### src/rtl/fetch_unit_pkg.sv
// Shared types and constants for the instruction fetch slice.
// Used by fetch_unit, fetch_fsm and the control unit.
package fetch_unit_pkg;

  typedef enum logic [1:0] {
    S_IDLE = 2'b00,
    S_REQ  = 2'b01,
    S_DONE = 2'b10
  } fstate_t;

  localparam logic [1:0] PCSEL_ALU    = 2'b00;
  localparam logic [1:0] PCSEL_ALUOUT = 2'b01;
  localparam logic [1:0] PCSEL_JUMP   = 2'b10;
  localparam logic [1:0] PCSEL_HOLD   = 2'b11;

  localparam logic [5:0] OP_RTYPE = 6'b000000;
  localparam logic [5:0] OP_J     = 6'b000010;
  localparam logic [5:0] OP_BEQ   = 6'b000100;
  localparam logic [5:0] OP_ADDI  = 6'b001000;
  localparam logic [5:0] OP_LW    = 6'b100011;
  localparam logic [5:0] OP_SW    = 6'b101011;

  function automatic logic [31:0] jump_target(
    input logic [31:0] pc,
    input logic [31:0] ir
  );
    return {pc[31:28], ir[25:0], 2'b00};
  endfunction

endpackage

### src/rtl/fetch_fsm.sv
// Fetch sequencer: issues one imem read per request,
// loads IR on ack or a nop on timeout.
module fetch_fsm
  import fetch_unit_pkg::*;
#(
  parameter int TIMEOUT = 16
) (
  input  logic        CLK,
  input  logic        RST,
  input  logic        IRWE,
  input  logic [31:0] PC,
  input  logic [31:0] imem_rdata,
  input  logic        imem_ack,
  output logic        imem_req,
  output logic [31:0] imem_addr,
  output logic [31:0] IR,
  output logic        fetch_busy,
  output logic        fetch_err
);

  localparam int CW = $clog2(TIMEOUT + 1);
  localparam logic [CW-1:0] LAST = CW'(TIMEOUT - 1);

  fstate_t       state;
  logic [CW-1:0] wait_cnt;

  always_ff @(posedge CLK or posedge RST) begin
    if (RST) begin
      state      <= S_IDLE;
      wait_cnt   <= '0;
      imem_req   <= 1'b0;
      imem_addr  <= '0;
      IR         <= '0;
      fetch_busy <= 1'b0;
      fetch_err  <= 1'b0;
    end else begin
      unique case (state)
        S_IDLE: begin
          if (IRWE) begin
            imem_addr  <= PC;
            imem_req   <= 1'b1;
            fetch_busy <= 1'b1;
            wait_cnt   <= '0;
            state      <= S_REQ;
          end
        end
        S_REQ: begin
          // ack wins even in the last allowed cycle
          if (imem_ack) begin
            IR         <= imem_rdata;
            imem_req   <= 1'b0;
            fetch_busy <= 1'b0;
            state      <= S_DONE;
          end else if (wait_cnt == LAST) begin
            IR         <= '0;
            fetch_err  <= 1'b1;
            imem_req   <= 1'b0;
            fetch_busy <= 1'b0;
            state      <= S_DONE;
          end else begin
            wait_cnt <= wait_cnt + 1'b1;
          end
        end
        S_DONE: state <= S_IDLE;
        default: begin
          state      <= S_IDLE;
          imem_req   <= 1'b0;
          fetch_busy <= 1'b0;
        end
      endcase
    end
  end

endmodule

### src/rtl/fetch_unit.sv
// Instruction fetch unit: PC, ALUOut and next-PC mux,
// with the memory handshake delegated to fetch_fsm.
module fetch_unit
  import fetch_unit_pkg::*;
#(
  parameter logic [31:0] RESET_PC = 32'h0000_0000,
  parameter int          TIMEOUT  = 16
) (
  input  logic        CLK,
  input  logic        RST,
  input  logic        IRWE,
  input  logic        PCWE,
  input  logic        Branch,
  input  logic        Zero,
  input  logic [1:0]  PCSel,
  input  logic [31:0] ALUResult,
  input  logic [31:0] imem_rdata,
  input  logic        imem_ack,
  output logic        imem_req,
  output logic [31:0] imem_addr,
  output logic [31:0] PC,
  output logic [31:0] IR,
  output logic [5:0]  opcode,
  output logic [31:0] ALUOut,
  output logic        fetch_busy,
  output logic        fetch_err
);

  logic        pc_en;
  logic [31:0] next_pc;

  fetch_fsm #(
    .TIMEOUT(TIMEOUT)
  ) u_fsm (
    .CLK       (CLK),
    .RST       (RST),
    .IRWE      (IRWE),
    .PC        (PC),
    .imem_rdata(imem_rdata),
    .imem_ack  (imem_ack),
    .imem_req  (imem_req),
    .imem_addr (imem_addr),
    .IR        (IR),
    .fetch_busy(fetch_busy),
    .fetch_err (fetch_err)
  );

  assign opcode = IR[31:26];
  assign pc_en  = PCWE | (Branch & Zero);

  always_comb begin
    next_pc = PC;
    unique case (PCSel)
      PCSEL_ALU:    next_pc = ALUResult;
      PCSEL_ALUOUT: next_pc = ALUOut;
      PCSEL_JUMP:   next_pc = jump_target(PC, IR);
      PCSEL_HOLD:   next_pc = PC;
      default:      next_pc = PC;
    endcase
  end

  always_ff @(posedge CLK or posedge RST) begin
    if (RST) begin
      PC     <= RESET_PC;
      ALUOut <= '0;
    end else begin
      ALUOut <= ALUResult;
      if (pc_en) PC <= next_pc;
    end
  end

endmodule

### config.mk
export PLATFORM = sky130hd
export DESIGN_NAME = fetch_unit
export DESIGN_NICKNAME = d
export VERILOG_FILES = /design/src/rtl/fetch_unit_pkg.sv /design/src/rtl/fetch_fsm.sv /design/src/rtl/fetch_unit.sv
export SDC_FILE = /design/constraint.sdc
export NUM_CORES = 1
export LEC_CHECK = 0
export BUFFER_PORTS_ARGS = -buffer_cell sky130_fd_sc_hd__clkbuf_2
export CAP_MARGIN = 20
export CORE_MARGIN = 3
export CORE_UTILIZATION = 30
export CTS_CLUSTER_SIZE = 12
export DETAILED_ROUTE_END_ITERATION = 12
export SKIP_LAST_GASP = 1
export SLEW_MARGIN = 20
export SYNTH_ARGS = -nofsm -noshare
export SYNTH_HDL_FRONTEND = slang
export SYNTH_HIERARCHICAL = 1
export SYNTH_SLANG_ARGS = --single-unit
### constraint.sdc
create_clock -name CLK -period 4.36 [get_ports CLK]
set_input_delay 0.654 -clock CLK [delete_from_list [all_inputs] [get_ports CLK]]
set_output_delay 0.654 -clock CLK [all_outputs]
set_load 0.1 [all_outputs]
### Yosys cells after proc, flatten, opt, wreduce, memory -nomap -nowiden

Cells that the tools add are included.

* logic and storage cells: 53
* output and inout port bits: 137
* register bits after elaboration: 137

* reductions and logical operators: 12
* multiplexer cells: 15
* $add $sub $neg: 1
* equality and inequality tests: 10
* bitwise operators: 6

Operators with widths (count)
* case mux 32 bit (3 select lines): 1
* 2-to-1 mux 32 bit: 2
* 2-to-1 mux 5 bit: 3
* case mux 5 bit (2 select lines): 1
* AND reduction 3 bit: 3
* AND reduction 2 bit: 4
* equality test 2 bit (second input constant): 3
* 2-to-1 mux 2 bit: 3
* inequality test 2 bit (second input constant): 3
* adder 5 x 1 -> 5 bit (second input constant): 1
* equality test 5 x 4 -> 1 bit (second input constant): 1
* equality test 2 x 1 -> 1 bit (second input constant): 2
* logical NOT 2 bit: 2
* NOT 1 bit: 4
* case mux 2 bit (2 select lines): 1
* AND reduction 4 bit: 1
* nonzero test 2 bit: 2
* 2-to-1 mux 1 bit: 3
* inequality test 3 x 2 -> 1 bit (second input constant): 1
* case mux 1 bit (3 select lines): 1
* AND 1 bit: 1
* OR 1 bit: 1

### Depth between registers and ports, before layout

* depth in word-level cells: 4
* depth in mapped cells: 7

### By module

Netlist, hierarchy kept.

By module, submodules not included
* fetch_unit: cells an instance 228, times used 1, area an instance 2792.7 um^2
* fetch_fsm: cells an instance 184, times used 1, area an instance 2777.7 um^2

### Least setup slack after synthesis

Ideal clock, no wire load.

* kind: register to output
* from: register, netlist name u_fsm/fetch_busy
* to: output port imem_req
* path buffers: 1
* stages on the path, launching flop included: 2
* arrival time: 1.356 ns
* required time: 3.706 ns
* slack: 2.350 ns
* cells stage by stage: dfrtp_1 > buf_4

RTL lines
* end: declaration: line fetch_unit.sv:19 `output logic imem_req,`

### Final worst setup path

* from: register u_fsm.wait_cnt[0]
* to: register u_fsm.IR[18]

* cells in the longest elaborated chain, start to end: 3

Ends and longest elaborated chain
* start: declaration: line fetch_fsm.sv:25 `logic [CW-1:0] wait_cnt;`
* start signal: assignment: line fetch_fsm.sv:61 `wait_cnt <= wait_cnt + 1'b1;`
* equality test 5 x 4 -> 1 bit: line fetch_fsm.sv:54 `end else if (wait_cnt == LAST) begin`
* nonzero test 2 bit (no source line)
* AND reduction 2 bit (no source line)
* end signal: assignment: line fetch_fsm.sv:50 `IR <= imem_rdata;`
* end: declaration: line fetch_fsm.sv:16 `output logic [31:0] IR,`

No other way between the ends.
A chain may end at the register's enable or synchronous reset.

==> out/summary.txt <==
outcome - finished, final reports clean
worst hold-check path type - primary input to async pin
total number of vias - 4267
worst reg-to-reg setup slack - 2.07 ns
Ant. Diodes - 0
core area - 0.01809 mm^2
crit path max fanout - 33
via/cell ratio - 5.014
CP max stage cell - o21bai_4
Yosys reg bits - 137
commonest non-fill, non-tap cell in the layout - clkbuf_2
CTS sink count - 137
# resized after CTS - 0
ys async rst share - 1.000
sequential-to-total area share from yosys stat - 0.6155
WP data arrival - 2.64 ns
PortBufs - 209
# H-tree levels - 4
crit-path cells - ha_1 -> and3_1 -> ha_1 -> o21bai_4 -> a22o_1
RSZ-0062 raised after global routing - false
Fmax - 0.4358 GHz
Die ar. - 0.02024 mm^2
slew margin rel. - 0.2965
routed wire length - 16100 um
Slew Limit Fails - 0
final setup TNS - 0 ns
Setup Skew - 0.006809 ns
Layout Nets - 687
number of synthesized flops with an enable pin - 0
Fin. Hold Viols - 0
crit-path leading delay family - compound AO/OA/AOI/OAI gates
Final min period - 2.295 ns
DRT Pass-1 Iters - 4
Clk Latency, worst-skew pair - 0.41 ns
grt total ovfl - 0
Worst-Margin Slew - 1.052 ns
drt initial violations - 150
Yosys cell types - 34
pin count of the biggest net entering global routing - 65
Site Rows - 49
CTS tree - built
Die X - 142.3 um
hold buffers post-CTS - 0
crit path launch type - flop
Routed wire per std cell - 18.92 um
clock tree root driver cell - clkbuf_16
period utilization - 0.5263
mapped cell area - 0.005570 mm^2
dominant synthesized flop cell - dfrtp_1
critical path capture point type - flop
Crit Path Category - flop to flop
Setup Buffers After CTS - 0
Worst path depth - 5
RePlAce Congestion - 0.7869
setup violators final - 0
clk slew on worst S/H paths - 0.06 ns
Most Frequent Cell on Critical Path - ha_1
first-pass GRT wire length - 25470 um
Area growth syn-to-layout - 32.43%
DR DRC count - 0
die span in y - 142.3 um
average size of a mapped cell - 13.52 um^2
CP required - 4.71 ns
I/O Pins - 210
final antenna-violating net count - 0
most frequent cells in the layout - clkbuf_2 (209), dfrtp_1 (137), mux2_2 (39), o21ai_0 (35), a22o_1 (32)
Worst R2R Path Depth - 5
vias in the first global route - 4577
fraction of layout cells with a size suffix above 1 - 0.5064
DP HPWL - 11350 um
Synth Instances - 412
r2r endpoint - u_fsm/IR[18]$_DFFE_PP0P_
Max Cap Violations - 0
starting density of the core - 0.3080
initial antenna violation count - 0
Max clock buf depth - 2
Inserted Clock Buffers - 17
All-Layer GR Usage - 0.1613
Largest stage delay, worst path - 0.84 ns
crit path buf inv count - 0
Yosys Warn Count - 6
reg2reg start - u_fsm/wait_cnt[0]$_DFFE_PP0P_
Syn Nets - 490
## worst max path at each step
stage                             startpoint                         endpoint  slack [ns]
4_1_cts        u_fsm/wait_cnt[0]$_DFFE_PP0P_         u_fsm/IR[22]$_DFFE_PP0P_        2.08
6_report       u_fsm/wait_cnt[0]$_DFFE_PP0P_         u_fsm/IR[18]$_DFFE_PP0P_        2.07
3_5_place_dp                            IRWE   u_fsm/imem_addr[3]$_DFFE_PP0P_        1.84
3_3_place_gp                            IRWE  u_fsm/imem_addr[26]$_DFFE_PP0P_        1.90
5_1_grt        u_fsm/wait_cnt[0]$_DFFE_PP0P_         u_fsm/IR[21]$_DFFE_PP0P_        1.96
2_1_floorplan                            RST          u_fsm/IR[0]$_DFFE_PP0P_        1.85
## flip-flops by register name, summed over array words and instances, names as in the netlist
register          count
u_fsm/IR             32
u_fsm/wait_cnt        5
u_fsm/fetch_busy      1
u_fsm/imem_addr      32
PC                   32
ALUOut               32
u_fsm/state           2
u_fsm/fetch_err       1
## synthesized netlist by cell type (all sizes together) (2+ instances only)
library cell / count / share of area
dfrtp: 137 / 0.62
mux2: 40 / 0.081
o21ai: 35 / 0.031
a22o: 32 / 0.050
nor2b: 27 / 0.030
o31ai: 27 / 0.054
a221oi: 26 / 0.041
buf: 23 / 0.030
clkbuf: 15 / 0.010
nand2: 14 / 0.0094
inv: 8 / 0.0054
ha: 5 / 0.011
a21oi: 4 / 0.0063
nor2: 3 / 0.0020
and3: 2 / 0.0022
nand2b: 2 / 0.0022
or3: 2 / 0.0031
## metrics by stage
stage / cell area [um^2] / instances / hold slack (ns) / util / worst slack (ns)
2_1_floorplan: 5570 / 412 / 0.4581 / - / 1.853
3_3_place_gp: 6751 / 819 / 0.4412 / 0.3733 / 1.900
3_5_place_dp: 6751 / 819 / 0.4558 / 0.3733 / 1.839
4_1_cts: 7377 / 851 / 0.3231 / 0.4079 / 2.080
5_1_grt: 7377 / 851 / 0.3350 / 0.4079 / 1.955
6_report: 7377 / 851 / 0.3166 / 0.4079 / 2.065
## kinds of logic after synthesis
logic type	count (synthesis)	share of synthesized area
muxes	41	0.08266
AOI/OAI and AO/OA	127	0.1878
buffers and inverters	46	0.04515
and+or+nand+nor	55	0.05615
DFF	137	0.6155
adders and majority gates	5	0.01123
xor gates and xnor gates	1	0.001573
## layout make-up
type	count	area, um^2
clock buffers	22	484.2
inverters	8	31.28
clock inverters	10	141.4
repair buffers	216	1099
fillers	1725	10710
multi-input cells	229	1907
well taps	229	286.5
flip-flops and latches	137	3428
## per-layer routing
layer	vias up	global-route usage	share of wire
li1	1913	-	-
met1	2185	0.2058	0.43
met2	155	0.2609	0.49
met3	14	0.05309	0.069
met4	0	0.05101	0.014
met5	-	0	0
Power is left out: the tool's default activity adds up to more than one toggle a clock period on the data nets, which glitch-free logic cannot reach.
